$ cat src/rtl/divider_pkg.sv
// rtl/divider_pkg.sv - shared FSM state type and counter sizing for the divider (DIVIDER_SIGNED_EN aware)
package divider_pkg;

    typedef enum logic [1:0] {
        ST_IDLE = 2'd0,
        ST_RUN  = 2'd1,
        ST_DONE = 2'd2
    } state_t;

    // Width needed to count 0..bits inclusive, i.e. clog2(bits+1).
    function automatic int cnt_width(input int bits);
        int w;
        w = 1;
        while ((1 << w) < (bits + 1)) begin
            w = w + 1;
        end
        return w;
    endfunction

endpackage

$ cat src/rtl/divider_step.sv
// rtl/divider_step.sv - one combinational restoring-division step
module divider_step
    import divider_pkg::*;
#(
    parameter int BITS = 4
) (
    input  logic [BITS-1:0] i_rem,
    input  logic            i_bit,
    input  logic [BITS-1:0] i_divisor,
    output logic [BITS-1:0] o_rem,
    output logic            o_qbit
);

    logic [BITS:0] w_shift;
    logic [BITS:0] w_diff;

    assign w_shift = {i_rem, i_bit};
    assign w_diff  = w_shift - {1'b0, i_divisor};

    // The incoming remainder is always below the divisor, so the borrow bit alone
    // tells whether shift >= divisor; a non-borrowing difference fits in BITS bits.
    assign o_qbit = ~w_diff[BITS];
    assign o_rem  = o_qbit ? w_diff[BITS-1:0] : w_shift[BITS-1:0];

endmodule

$ cat src/rtl/divider.sv
// rtl/divider.sv - sequential restoring divider top; DIVIDER_SIGNED_EN selects two's-complement operands
module divider
    import divider_pkg::*;
#(
    parameter int BITS = 4
) (
    input  logic            i_clock,
    input  logic            i_reset_n,
    input  logic            i_start,
    input  logic [BITS-1:0] i_dividend,
    input  logic [BITS-1:0] i_divisor,
    output logic [BITS-1:0] o_quotient,
    output logic [BITS-1:0] o_remainder,
    output logic            o_finished,
    output logic            o_busy,
    output logic            o_div_by_zero
);

    localparam int CW = cnt_width(BITS);

    state_t          r_state;
    logic [CW-1:0]   r_cnt;
    logic [BITS-1:0] r_rem;
    logic [BITS-1:0] r_dvd;
    logic [BITS-1:0] r_dvs;
    logic [BITS-1:0] r_quo;
    logic            r_finished;
    logic            r_dbz;

    logic [BITS-1:0] w_rem_next;
    logic            w_qbit;
    logic [BITS-1:0] w_dvd_in;
    logic [BITS-1:0] w_dvs_in;

`ifdef DIVIDER_SIGNED_EN
    logic            r_neg_q;
    logic            r_neg_r;
    logic [BITS-1:0] r_raw_dvd;

    assign w_dvd_in = i_dividend[BITS-1] ? -i_dividend : i_dividend;
    assign w_dvs_in = i_divisor[BITS-1]  ? -i_divisor  : i_divisor;
`else
    assign w_dvd_in = i_dividend;
    assign w_dvs_in = i_divisor;
`endif

    divider_step #(.BITS(BITS)) u_step (
        .i_rem     (r_rem),
        .i_bit     (r_dvd[BITS-1]),
        .i_divisor (r_dvs),
        .o_rem     (w_rem_next),
        .o_qbit    (w_qbit)
    );

    always_ff @(posedge i_clock) begin
        if (!i_reset_n) begin
            r_state    <= ST_IDLE;
            r_cnt      <= '0;
            r_rem      <= '0;
            r_dvd      <= '0;
            r_dvs      <= '0;
            r_quo      <= '0;
            r_finished <= 1'b0;
            r_dbz      <= 1'b0;
`ifdef DIVIDER_SIGNED_EN
            r_neg_q    <= 1'b0;
            r_neg_r    <= 1'b0;
            r_raw_dvd  <= '0;
`endif
        end else begin
            case (r_state)
                ST_IDLE, ST_DONE: begin
                    if (i_start) begin
                        r_state    <= ST_RUN;
                        r_cnt      <= '0;
                        r_rem      <= '0;
                        r_dvd      <= w_dvd_in;
                        r_dvs      <= w_dvs_in;
                        r_quo      <= '0;
                        r_finished <= 1'b0;
                        r_dbz      <= 1'b0;
`ifdef DIVIDER_SIGNED_EN
                        r_neg_q    <= i_dividend[BITS-1] ^ i_divisor[BITS-1];
                        r_neg_r    <= i_dividend[BITS-1];
                        r_raw_dvd  <= i_dividend;
`endif
                    end
                end
                ST_RUN: begin
                    r_rem <= w_rem_next;
                    r_quo <= {r_quo[BITS-2:0], w_qbit};
                    r_dvd <= {r_dvd[BITS-2:0], 1'b0};
                    r_cnt <= r_cnt + CW'(1);
                    if (r_cnt == CW'(BITS - 1)) begin
                        r_state    <= ST_DONE;
                        r_finished <= 1'b1;
                        r_dbz      <= (r_dvs == '0);
                    end
                end
                default: r_state <= ST_IDLE;
            endcase
        end
    end

`ifdef DIVIDER_SIGNED_EN
    // Zero divisor reports the raw core result; otherwise apply the sign fixup.
    assign o_quotient  = (r_neg_q && !r_dbz) ? -r_quo : r_quo;
    assign o_remainder = r_dbz ? r_raw_dvd : (r_neg_r ? -r_rem : r_rem);
`else
    assign o_quotient  = r_quo;
    assign o_remainder = r_rem;
`endif

    assign o_finished    = r_finished;
    assign o_busy        = (r_state == ST_RUN);
    assign o_div_by_zero = r_dbz;

endmodule

$ cat config.mk
export PLATFORM = sky130hd
export DESIGN_NAME = divider
export DESIGN_NICKNAME = d
export VERILOG_FILES = /design/src/rtl/divider_pkg.sv /design/src/rtl/divider_step.sv /design/src/rtl/divider.sv
export SDC_FILE = /design/constraint.sdc
export NUM_CORES = 1
export LEC_CHECK = 0
export CAP_MARGIN = 10
export CORE_MARGIN = 2
export CORE_UTILIZATION = 50
export CTS_BUF_LIST = sky130_fd_sc_hd__clkbuf_4
export DETAILED_ROUTE_END_ITERATION = 10
export GPL_TIMING_DRIVEN = 0
export PLACE_DENSITY = 0.77
export SYNTH_ARGS = -nofsm -noshare
export SYNTH_HDL_FRONTEND = slang
export SYNTH_HIERARCHICAL = 1
export SYNTH_SLANG_ARGS = --single-unit
$ cat constraint.sdc
create_clock -name i_clock -period 4.63 [get_ports i_clock]
set_clock_uncertainty 0.05 [all_clocks]
set_input_delay 0.463 -clock i_clock [delete_from_list [all_inputs] [get_ports i_clock]]
set_output_delay 0.463 -clock i_clock [all_outputs]
set_load 0.02 [all_outputs]
==> results.json <==
{
  "outcome": "complete, no violations",
  "use_met2_pct": 36.71,
  "grt_use_total_pct": 19.53,
  "start_util_pct": 52.43,
  "crit_arrival_ns": 2.44,
  "leakage_nw": 0.5476,
  "syn_area_mm2": 0.001149,
  "critPathBufInv": 1,
  "cts_sinks": 23,
  "crit_path_top_delay_cell": "fa_1",
  "busiest_layer": "met2",
  "pwr-share-clk_pct": 23.2,
  "synth_edf_count": 0,
  "final_common_cell": "nand2_1",
  "use_met3_pct": 3.448,
  "ios": 22,
  "worstHoldEndpoint": "o_finished$_SDFFE_PN0P_",
  "gr-total-overflow": 0,
  "r2r_start": "r_dvd[3]$_SDFFE_PN0P_",
  "tns_ns": 0,
  "cts_inserted_buffers": 3,
  "power.switching_uw": 116.6,
  "die_w_um": 51.93,
  "drt-initial-drc-count": 6,
  "netlist_instances": 134,
  "hold_start": "o_finished$_SDFFE_PN0P_",
  "routed_via_density": 5.134,
  "crit_type": "flip-flop to flip-flop",
  "htreeDepth": 1,
  "routed_wl_um": 2269,
  "ctsResizeCount": 0,
  "power.share.combinational_pct": 24.6,
  "antenna_cells": 0,
  "slew_violations": 0,
  "p_int_uw": 298.3,
  "relSlewSlack_pct": 75.84,
  "syn_area_per_cell_um2": 8.572,
  "critical_path_required_ns": 4.79,
  "fin_crit_sh_pct": 49.17,
  "tightest_slew_ns": 0.3624,
  "drt_pass1_iterations": 4,
  "reg2reg_depth": 9,
  "gp_congestion": 0.7530,
  "grt_start_max_net_pins": 13,
  "setup_viol": 0,
  "timing.final.hold_violations": 0,
  "grt_pass1_wl_um": 3905,
  "core-area_mm2": 0.002191,
  "drc": 0,
  "crit_family": "adder cells",
  "p_per_area_mw_per_mm2": 291.4,
  "crit_chain": "inv_1, ha_1, fa_1, nand2b_1, a21oi_2, xor2_2, mux2_2, nand2_1, a21boi_1",
  "synthArstFlopShare_pct": 0,
  "drv_cap": 0,
  "mostFrequentLayoutCells": "nand2_1, dfxtp_1, clkdlybuf4s50_1, a21boi_1, nand3_1",
  "cts_hold_buf": 0,
  "num_vias": 960,
  "synth.net_count": 152,
  "rsz0062_at_grt": "false",
  "ys.flop_type": "dfxtp_1",
  "synth_seq_area_share_pct": 40.09,
  "ctsRootBufferMaster": "clkbuf_4",
  "layout.nets": 178,
  "r2r-end": "o_remainder[2]$_SDFFE_PN0P_",
  "yosysUniqueCellTypes": 33,
  "rows": 17,
  "hold_class": "flip-flop to flip-flop",
  "max_freq_mhz": 439.3,
  "cts.clk_slew.worst_paths_ns": 0.12,
  "met1_usage_pct": 21.38,
  "synth_seq_cells": 23,
  "clk_latency_ns": 0.30,
  "critPathCaptureType": "flip-flop",
  "port_buffers": 21,
  "die_height_um": 51.93,
  "yosys_warnings": 6,
  "peakVddDrop_mv": 0.1999,
  "drive_gt1_share_pct": 10.06,
  "reg2reg_slack_ns": 2.35,
  "dieArea_mm2": 0.002697,
  "first_global_vias": 948,
  "syn2layout_area_growth_pct": 23.97,
  "period_needed_ns": 2.277,
  "min_path_cells": 2,
  "worstPathMaxFanout": 5,
  "cpPeakStageDelay_ns": 0.40,
  "cts_tree": "yes",
  "n_fill_cell": 207,
  "seqPwrFrac_pct": 52.2,
  "cp-start-kind": "flip-flop",
  "p_sw_share_pct": 28.10,
  "antenna_found_initial": 0,
  "final_antenna_net_count": 0,
  "post_drt_wl_per_cell_um": 12.13,
  "dpl_cell_area_mm2": 0.001394,
  "holdWs_ns": 0.4093,
  "startpoint": "r_dvd[3]$_SDFFE_PN0P_",
  "hpwlAfterDp_um": 1795,
  "cts_setup_buffers": 0,
  "clock_path_buffers": 2,
  "fin_area_mm2": 0.001424
}
-- cells by family (layout without fill, tap and decap cells) --
group / after synthesis / after routing / share of synthesized area (%)
buf+inv: 15 / 40 / 6.535
flops: 23 / 23 / 40.09
xor+xnor: 3 / 3 / 2.942
compound gates: 28 / 28 / 16.99
simple gates: 54 / 54 / 21.46
fa+ha+maj: 7 / 7 / 8.279
mux: 4 / 4 / 3.704
-- metrics by stage --
step                power (mW)  util [%]  setup WS (ns)  std cells
floorplan               0.2913         -          2.447        134
global placement        0.3207     63.62          2.362        183
detailed placement      0.3237     63.62          2.363        183
CTS                     0.4176     64.99          2.345        187
global route            0.4376     64.99          2.180        187
finish                  0.4149     64.99          2.353        187
-- synth_stat cells, types with 3 or more instances --
master     n  area [um2]
a31oi_1    3       18.77
inv_1      6       22.52
nor2_1     5       18.77
ha_1       6       75.07
nand2_1   27       101.4
o21ai_0    3       15.01
dfxtp_1   23       460.4
nand3_1   12       60.06
a21boi_1  16       120.1
buf_2      3       15.01
-- tightest hold or removal path: cells and delay by family, from the launching register on --
family / cells / cell delay [ns]
AO/OA/AOI/OAI: 1 / 0.05
AND/OR/NAND/NOR: 1 / 0.05
flip-flops: 1 / 0.33
-- worst max path at each step --
stage / to / slack [ns] / depth (start not counted)
after floorplan: o_remainder[2]$_SDFFE_PN0P_ / 2.45 / 8
after global placement: o_remainder[3]$_SDFFE_PN0P_ / 2.36 / 9
after detailed placement: o_remainder[2]$_SDFFE_PN0P_ / 2.36 / 9
after CTS: o_remainder[2]$_SDFFE_PN0P_ / 2.34 / 9
after global routing: o_remainder[3]$_SDFFE_PN0P_ / 2.18 / 9
final: o_remainder[2]$_SDFFE_PN0P_ / 2.35 / 9
-- final cells by class --
cell class	instances	area, um2	area share (%)
Tap cell	28	35.03	2.460
Inverter	7	26.28	1.845
Buffer	8	48.80	3.427
Clock buffer	4	30.03	2.109
Multi-Input combinational cell	96	613.1	43.06
Timing Repair Buffer	21	210.2	14.76
Sequential cell	23	460.4	32.34
-- metal layers --
metal | wire length [um] | up-vias | part of all wire (%)
met2 | 1183 | 8 | 52
met3 | 46 | 2 | 2.0
met4 | 16 | 0 | 0.71
met1 | 1023 | 453 | 45
met5 | 0 | - | 0
li1 | - | 497 | -
-- state kept, by name (all words and copies together) (netlist names) --
signal         flops
r_dvs              4
o_quotient         4
r_cnt              3
o_finished         1
r_dvd              4
r_state            2
o_remainder        4
o_div_by_zero      1
-- power by group through the flow --
stage | clock [mW] | combinational [mW] | sequential, mW
6_report | 0.0965 | 0.102 | 0.217
5_1_grt | 0.106 | 0.114 | 0.218
4_1_cts | 0.0983 | 0.103 | 0.217
3_5_place_dp | 0 | 0.103 | 0.221
3_3_place_gp | 0 | 0.100 | 0.220
2_1_floorplan | 0 | 0.0678 | 0.224
(Power assumes the default switching activity.)
